### config.mk
export PLATFORM = sky130hd
export DESIGN_NAME = jt51_phrom_arb_flat
export DESIGN_NICKNAME = d
export VERILOG_FILES = /design/src/rtl/jt51_phrom_arb_if.sv /design/src/rtl/jt51_phrom_arb.sv /design/src/flat_wrapper.sv
export SDC_FILE = /design/constraint.sdc
export NUM_CORES = 1
export LEC_CHECK = 0
export ABC_CLOCK_PERIOD_IN_PS = 3200
export CAP_MARGIN = 20
export CORE_ASPECT_RATIO = 0.5
export CORE_MARGIN = 1.5
export CORE_UTILIZATION = 41
export DETAILED_ROUTE_END_ITERATION = 10
export GPL_ROUTABILITY_DRIVEN = 1
export GPL_TIMING_DRIVEN = 0
export PLACE_DENSITY = 0.8
export RECOVER_POWER = 100
export SYNTH_ARGS = -nofsm -noshare
export SYNTH_HDL_FRONTEND = slang
export SYNTH_SLANG_ARGS = --single-unit
### constraint.sdc
create_clock -name clk -period 3.2 [get_ports clk]
set_input_delay 0.64 -clock clk [delete_from_list [all_inputs] [get_ports clk]]
set_output_delay 0.64 -clock clk [all_outputs]
set_load 0.01 [all_outputs]
### src/rtl/jt51_phrom_arb_if.sv
// Request/result bus between the phase-ROM requesters and jt51_phrom_arb.
// master = requester side, slave = arbiter side.
interface jt51_phrom_arb_if #(
  parameter int N   = 4,
  parameter int IDW = 2
);
  logic [N-1:0]    req;
  logic [10*N-1:0] phase;
  logic [N-1:0]    ack;
  logic            dout_valid;
  logic [IDW-1:0]  dout_id;
  logic            dout_sign;
  logic [11:0]     dout_logsin;

  modport master (
    output req, phase,
    input  ack, dout_valid, dout_id, dout_sign, dout_logsin
  );

  modport slave (
    input  req, phase,
    output ack, dout_valid, dout_id, dout_sign, dout_logsin
  );
endinterface

### src/rtl/jt51_phrom_arb.sv
// Round-robin arbiter/sequencer sharing one registered 256x12 log-sine ROM.
// Define JT51_PHROM_ARB_FOLD_EN for quarter-wave folding on phase[9:8].
module jt51_phrom_arb #(
  parameter int N   = 4,
  parameter int IDW = 2
) (
  input  logic                 clk,
  input  logic                 rst_n,
  input  logic                 cen_i,
  jt51_phrom_arb_if.slave      bus,
  output logic [7:0]           rom_addr_o,
  output logic                 rom_cen_o,
  input  logic [11:0]          rom_ph_i
);

  logic [IDW-1:0] ptr_q, ptr_d;
  logic           grant_vld;
  logic [IDW-1:0] grant_id;
  logic [IDW:0]   scan_idx;
  logic           req_hit;
  logic           accept;
  logic [7:0]     addr_d;
  logic           sign_d;

  logic           s1_valid_q, s2_valid_q;
  logic [IDW-1:0] s1_id_q, s2_id_q;
  logic           s1_sign_q, s2_sign_q;
  logic [7:0]     rom_addr_q;

  logic           dout_valid_q;
  logic [IDW-1:0] dout_id_q;
  logic           dout_sign_q;
  logic [11:0]    dout_logsin_q;

  // Scan requesters starting at ptr_q, wrapping at N; first hit wins.
  always_comb begin
    grant_vld = 1'b0;
    grant_id  = '0;
    scan_idx  = '0;
    req_hit   = 1'b0;
    for (int k = 0; k < N; k++) begin
      scan_idx = {1'b0, ptr_q} + (IDW+1)'(k);
      if (scan_idx >= (IDW+1)'(N)) scan_idx = scan_idx - (IDW+1)'(N);
      req_hit = |(bus.req & (N'(1) << scan_idx));
      if (!grant_vld && req_hit) begin
        grant_vld = 1'b1;
        grant_id  = scan_idx[IDW-1:0];
      end
    end
  end

  always_comb begin
    ptr_d = ptr_q;
    if (grant_vld) begin
      ptr_d = (grant_id == IDW'(N-1)) ? '0 : grant_id + IDW'(1);
    end
  end

  assign accept  = cen_i & rst_n & grant_vld;
  assign bus.ack = accept ? (N'(1) << grant_id) : '0;

`ifdef JT51_PHROM_ARB_FOLD_EN
  logic [9:0] phase_sel;
  assign phase_sel = 10'(bus.phase >> (10 * grant_id));
  // Second quarter of each half-wave mirrors the first.
  assign addr_d    = phase_sel[8] ? ~phase_sel[7:0] : phase_sel[7:0];
  assign sign_d    = phase_sel[9];
`else
  assign addr_d    = 8'(bus.phase >> (10 * grant_id));
  assign sign_d    = 1'b0;
`endif

  always_ff @(posedge clk or negedge rst_n) begin
    if (!rst_n) begin
      ptr_q         <= '0;
      s1_valid_q    <= 1'b0;
      s1_id_q       <= '0;
      s1_sign_q     <= 1'b0;
      rom_addr_q    <= '0;
      s2_valid_q    <= 1'b0;
      s2_id_q       <= '0;
      s2_sign_q     <= 1'b0;
      dout_valid_q  <= 1'b0;
      dout_id_q     <= '0;
      dout_sign_q   <= 1'b0;
      dout_logsin_q <= '0;
    end else if (cen_i) begin
      s1_valid_q <= accept;
      if (accept) begin
        ptr_q      <= ptr_d;
        s1_id_q    <= grant_id;
        s1_sign_q  <= sign_d;
        rom_addr_q <= addr_d;
      end
      // ROM samples rom_addr_q on this same edge; its data lines up with stage 2.
      s2_valid_q    <= s1_valid_q;
      s2_id_q       <= s1_id_q;
      s2_sign_q     <= s1_sign_q;
      dout_valid_q  <= s2_valid_q;
      dout_id_q     <= s2_id_q;
      dout_sign_q   <= s2_sign_q;
      dout_logsin_q <= rom_ph_i;
    end
  end

  assign rom_addr_o      = rom_addr_q;
  assign rom_cen_o       = cen_i;
  assign bus.dout_valid  = dout_valid_q;
  assign bus.dout_id     = dout_id_q;
  assign bus.dout_sign   = dout_sign_q;
  assign bus.dout_logsin = dout_logsin_q;

endmodule

### src/flat_wrapper.sv
// flat-port wrapper written by rule: the top's interface ports become plain ports
module jt51_phrom_arb_flat 
#(
  parameter int N   = 4,
  parameter int IDW = 2
)
  (clk, rst_n, cen_i, rom_addr_o, rom_cen_o, rom_ph_i, bus_req, bus_phase, bus_ack, bus_dout_valid, bus_dout_id, bus_dout_sign, bus_dout_logsin);
  jt51_phrom_arb_if #(.N(N), .IDW(IDW)) bus_i ();
  input  logic clk;
  input  logic rst_n;
  input  logic cen_i;
  output logic [7:0] rom_addr_o;
  output logic rom_cen_o;
  input  logic [11:0] rom_ph_i;
  input wire logic [$bits(bus_i.req)-1:0] bus_req;
  input wire logic [$bits(bus_i.phase)-1:0] bus_phase;
  output wire logic [$bits(bus_i.ack)-1:0] bus_ack;
  output wire logic [$bits(bus_i.dout_valid)-1:0] bus_dout_valid;
  output wire logic [$bits(bus_i.dout_id)-1:0] bus_dout_id;
  output wire logic [$bits(bus_i.dout_sign)-1:0] bus_dout_sign;
  output wire logic [$bits(bus_i.dout_logsin)-1:0] bus_dout_logsin;
  assign bus_i.req = bus_req;
  assign bus_i.phase = bus_phase;
  assign bus_ack = bus_i.ack;
  assign bus_dout_valid = bus_i.dout_valid;
  assign bus_dout_id = bus_i.dout_id;
  assign bus_dout_sign = bus_i.dout_sign;
  assign bus_dout_logsin = bus_i.dout_logsin;
  jt51_phrom_arb #(.N(N), .IDW(IDW)) u_core (.clk(clk), .rst_n(rst_n), .cen_i(cen_i), .bus(bus_i), .rom_addr_o(rom_addr_o), .rom_cen_o(rom_cen_o), .rom_ph_i(rom_ph_i));
endmodule
==> run metrics <==
run status=finished, violations left; violated checks=negative setup slack; worst endpoint required time=2.56 ns; number of different library cells in the post-synthesis netlist=33; instance count after placement with tap cells included=308; Post-synth EDFFs=0; final RePlAce weighted congestion=0.795; post-layout minimum cycle time=3.35 ns; count of antenna diodes in the layout=0; Clk Latency, worst-skew pair=0.29 ns; cells after synthesis=172; Die Height=50.6 µm; Starting Density=42.5%; length of routed wiring on met1=2200 µm; aggregate routed wire length=5390 µm; DR WL/cell=16.1 µm; share of synthesized registers carrying an async set or reset=100%; sequential share of the synthesized area=41.7%; total via count in the routed design=1821; Max transition margin=37.4%; final cell count without fillers=334; synthesized area=1860 µm²; category of the worst setup path capture point=primary output; GRT Total Usage=22.7%; grt ovf=0; area occupied by multi-input gates=1140 µm²; final setup vio count=4; VDD IR-drop max=0.000552 V; H-tree level count=2; Slew Viols, Final=0; period utilization=105%; Std-Cell Rows=17; Total Die Area=4980 µm²; cell area power density=1080 nW/µm²; unrepaired setup endpoints after global routing=yes; type of the worst min-delay path=flop to flop; antenna violation net count after detailed routing=0; net count after synthesis=239; fraction of final layout cells sized beyond drive strength 1=33.6%; area overhead of the layout relative to synthesis=69.7%; slew at the pin closest to its max-slew limit=0.938 ns; arrival time worst endpoint=2.71 ns; final hold violations=0; Detail Route met3 WL=253 µm; top achievable clock speed=0.299 GHz; number of DRC markers in iteration 0=77; global-route wire length before repair=8760 µm; Max Clock Skew=0.00262 ns; vias per std cell=5.45; register area=777 µm²; flip-flop and latch count after synthesis=31; number of antenna violations at the first check in global routing=0; Leakage=1.36 nW; portion of total power attributed to the clock network=11.9%; number of ports placed on the die boundary=88; Pwr Total=3.41 mW; switching power=1.47 mW; Post-CTS Hold Fix Bufs=0; maximum fanout along the worst path=4; proportion of power drawn by flip-flops and latches=17.4%; Pre-antenna DRT Iters=5; # nets final=343; crit start category=flop; met2 WL post-DR=2850 µm; Power Internal=1.94 mW; number of buffers created by CTS=5; Die Width=98.3 µm; Max-Cap Viols=0; Layout fillers=310; switch share=43.0%; clock tree from TritonCTS=yes; cell chosen for the clock root=sky130_fd_sc_hd__clkbuf_8; Core Region=4380 µm²; count of unresolved DRC violations after routing=0; number of global-route vias before repair=1824; largest net degree at the start of global routing=20; final worst slack=-0.146 ns; IO Port Bufs=78; relative contribution of combinational cells to total power=70.7%; clock transition at the register clock pins on the worst setup and hold paths after CTS=0.07 ns; Hold Slack=0.491 ns; Yosys warning count=0; Syn Area/Cell=10.8 µm²; Max Root-Sink Buffers=2; top metal layer carrying routed signals=met4; critical path type=flop to primary output; HPWL Detailed=3610 µm; top_reg_cell synth=sky130_fd_sc_hd__dfrtp_1; CTS sink cnt=31
## state kept, by name, summed over array words and instances, names as in the netlist
| signal | flops |
|---|---|
| u_core.s2_id_q | 2 |
| u_core.bus.dout_valid | 1 |
| u_core.bus.dout_id | 2 |
| u_core.rom_addr_o | 8 |
| u_core.bus.dout_logsin | 12 |
| u_core.s1_valid_q | 1 |
| u_core.s2_valid_q | 1 |
| u_core.ptr_q | 2 |
| u_core.s1_id_q | 2 |
## metal layers
metal | vias up | GRT usage, %
met5 | - | 0
met4 | 0 | 7.98
met2 | 63 | 42.6
met3 | 14 | 5.71
li1 | 846 | -
met1 | 898 | 25.5
## worst max-delay path, cell delays in order (launching register included)
cell and delay, ns:
sky130_fd_sc_hd__dfrtp_1 0.42, sky130_fd_sc_hd__buf_6 0.15, sky130_fd_sc_hd__ha_4 0.17, sky130_fd_sc_hd__a22o_4 0.25, sky130_fd_sc_hd__or2_1 0.23, sky130_fd_sc_hd__buf_6 0.14
sky130_fd_sc_hd__mux2i_4 0.18, sky130_fd_sc_hd__o32ai_4 0.32, sky130_fd_sc_hd__buf_6 0.18, sky130_fd_sc_hd__inv_8 0.04, sky130_fd_sc_hd__ha_4 0.15, sky130_fd_sc_hd__inv_2 0.04
sky130_fd_sc_hd__nor2_2 0.03, sky130_fd_sc_hd__buf_2 0.13
## metrics by stage
| step | setup WS [ns] | cell area [µm²] | utilization, % | TNS [ns] |
|---|---|---|---|---|
| 3_5_place_dp | -0.909 | 2740 | 62.5 | -3.47 |
| 2_1_floorplan | 0.128 | 1860 | - | 0 |
| 5_1_grt | -0.247 | 3160 | 72.1 | -0.937 |
| 4_1_cts | -0.171 | 3150 | 71.8 | -0.657 |
| 3_3_place_gp | -0.930 | 2710 | 61.9 | -3.71 |
| 6_report | -0.146 | 3160 | 72.1 | -0.525 |
## kinds of logic after synthesis
family | share of synthesized area (%)
adders and majority gates | 5.38
DFF | 41.7
other | 0.202
buffers and inverters | 6.66
xor gates and xnor gates | 0.471
muxes | 12.2
AOI/OAI and AO/OA | 21.5
and+or+nand+nor | 11.8
## power groups by stage
stage / Combinational, mW / Clock [mW] / Sequential [mW]
final: 2.41 / 0.405 / 0.594
after global routing: 2.59 / 0.432 / 0.613
after CTS: 2.28 / 0.408 / 0.596
after detailed placement: 1.66 / 0 / 0.599
after global placement: 1.61 / 0 / 0.594
after floorplan: 1.11 / 0 / 0.623
## synth_stat cells (2+ instances only)
| cell type | number | area, µm² |
|---|---|---|
| sky130_fd_sc_hd__dfrtp_1 | 31 | 776 |
| sky130_fd_sc_hd__a211oi_1 | 18 | 135 |
| sky130_fd_sc_hd__mux2_2 | 18 | 203 |
| sky130_fd_sc_hd__and3_1 | 16 | 100 |
| sky130_fd_sc_hd__nand2_1 | 13 | 48.8 |
| sky130_fd_sc_hd__ha_1 | 8 | 100 |
| sky130_fd_sc_hd__inv_1 | 8 | 30.0 |
| sky130_fd_sc_hd__o31ai_1 | 8 | 60.1 |
| sky130_fd_sc_hd__nor2_1 | 7 | 26.3 |
| sky130_fd_sc_hd__o21ai_2 | 5 | 43.8 |
| sky130_fd_sc_hd__a22o_1 | 4 | 35.0 |
| sky130_fd_sc_hd__a22oi_1 | 4 | 30.0 |
| sky130_fd_sc_hd__buf_6 | 4 | 45.0 |
| sky130_fd_sc_hd__a21oi_1 | 2 | 10.0 |
| sky130_fd_sc_hd__a22o_2 | 2 | 20.0 |
| sky130_fd_sc_hd__buf_2 | 2 | 10.0 |
| sky130_fd_sc_hd__buf_4 | 2 | 15.0 |
| sky130_fd_sc_hd__clkbuf_1 | 2 | 7.51 |
| sky130_fd_sc_hd__clkbuf_2 | 2 | 10.0 |
| sky130_fd_sc_hd__nor3_1 | 2 | 10.0 |
| sky130_fd_sc_hd__or2_1 | 2 | 12.5 |
## cell usage in the layout (no fill, tap or decap), types with 2 or more instances in the layout
master	Yosys	layout
sky130_fd_sc_hd__buf_6	4	10
sky130_fd_sc_hd__nor3_1	2	2
sky130_fd_sc_hd__a22oi_1	4	3
sky130_fd_sc_hd__a21oi_1	2	2
sky130_fd_sc_hd__o21ai_2	5	3
sky130_fd_sc_hd__mux2_2	18	18
sky130_fd_sc_hd__or2_1	2	2
sky130_fd_sc_hd__and3_1	16	16
sky130_fd_sc_hd__a211oi_2	0	2
sky130_fd_sc_hd__clkbuf_1	2	4
sky130_fd_sc_hd__clkbuf_8	0	6
sky130_fd_sc_hd__clkbuf_2	2	2
sky130_fd_sc_hd__ha_4	0	8
sky130_fd_sc_hd__clkdlybuf4s50_1	0	44
sky130_fd_sc_hd__dlygate4sd2_1	0	4
sky130_fd_sc_hd__nor2_2	0	2
sky130_fd_sc_hd__nand2_1	13	13
sky130_fd_sc_hd__buf_4	2	15
sky130_fd_sc_hd__o21ai_4	0	2
sky130_fd_sc_hd__dfrtp_1	31	30
sky130_fd_sc_hd__inv_2	0	6
sky130_fd_sc_hd__buf_2	2	4
sky130_fd_sc_hd__a211oi_1	18	16
sky130_fd_sc_hd__nor2_1	7	5
sky130_fd_sc_hd__dlygate4sd3_1	0	26
sky130_fd_sc_hd__a22o_1	4	4
sky130_fd_sc_hd__o31ai_1	8	8
## final timing paths
check | from | to | slack, ns | cells past startpoint
hold reg to reg | u_core.rom_addr_o[3] | u_core.rom_addr_o[3] | 0.49 | 2
setup reg to reg | u_core.ptr_q[0] | u_core.rom_addr_o[4] | 0.20 | 13
setup / recovery | u_core.ptr_q[0] | bus_ack[1] | -0.15 | 13
max in group asynchronous | rst_n | u_core.bus.dout_logsin[11] | 1.12 | 2
hold / removal | u_core.rom_addr_o[3] | u_core.rom_addr_o[3] | 0.49 | 2
min in group asynchronous | rst_n | u_core.rom_addr_o[6] | 0.82 | 1
## layout make-up
type                    instances  area share, %
clock inverters                 2           1.11
plain buffers                  11           2.81
repair buffers                 98           29.0
clock buffers                   6           2.61
flip-flops and latches         31           24.6
inverters                       9           1.39
multi-input cells             120           36.2
well taps                      57           2.26
## what timing repair did
action	CTS	global route
setup endpoints to repair	4	4
gates cloned	0	0
resized for setup	62	6
buffers inserted	17	2
pin swaps	11	3
No activity file was read; power rests on OpenSTA's default activity.
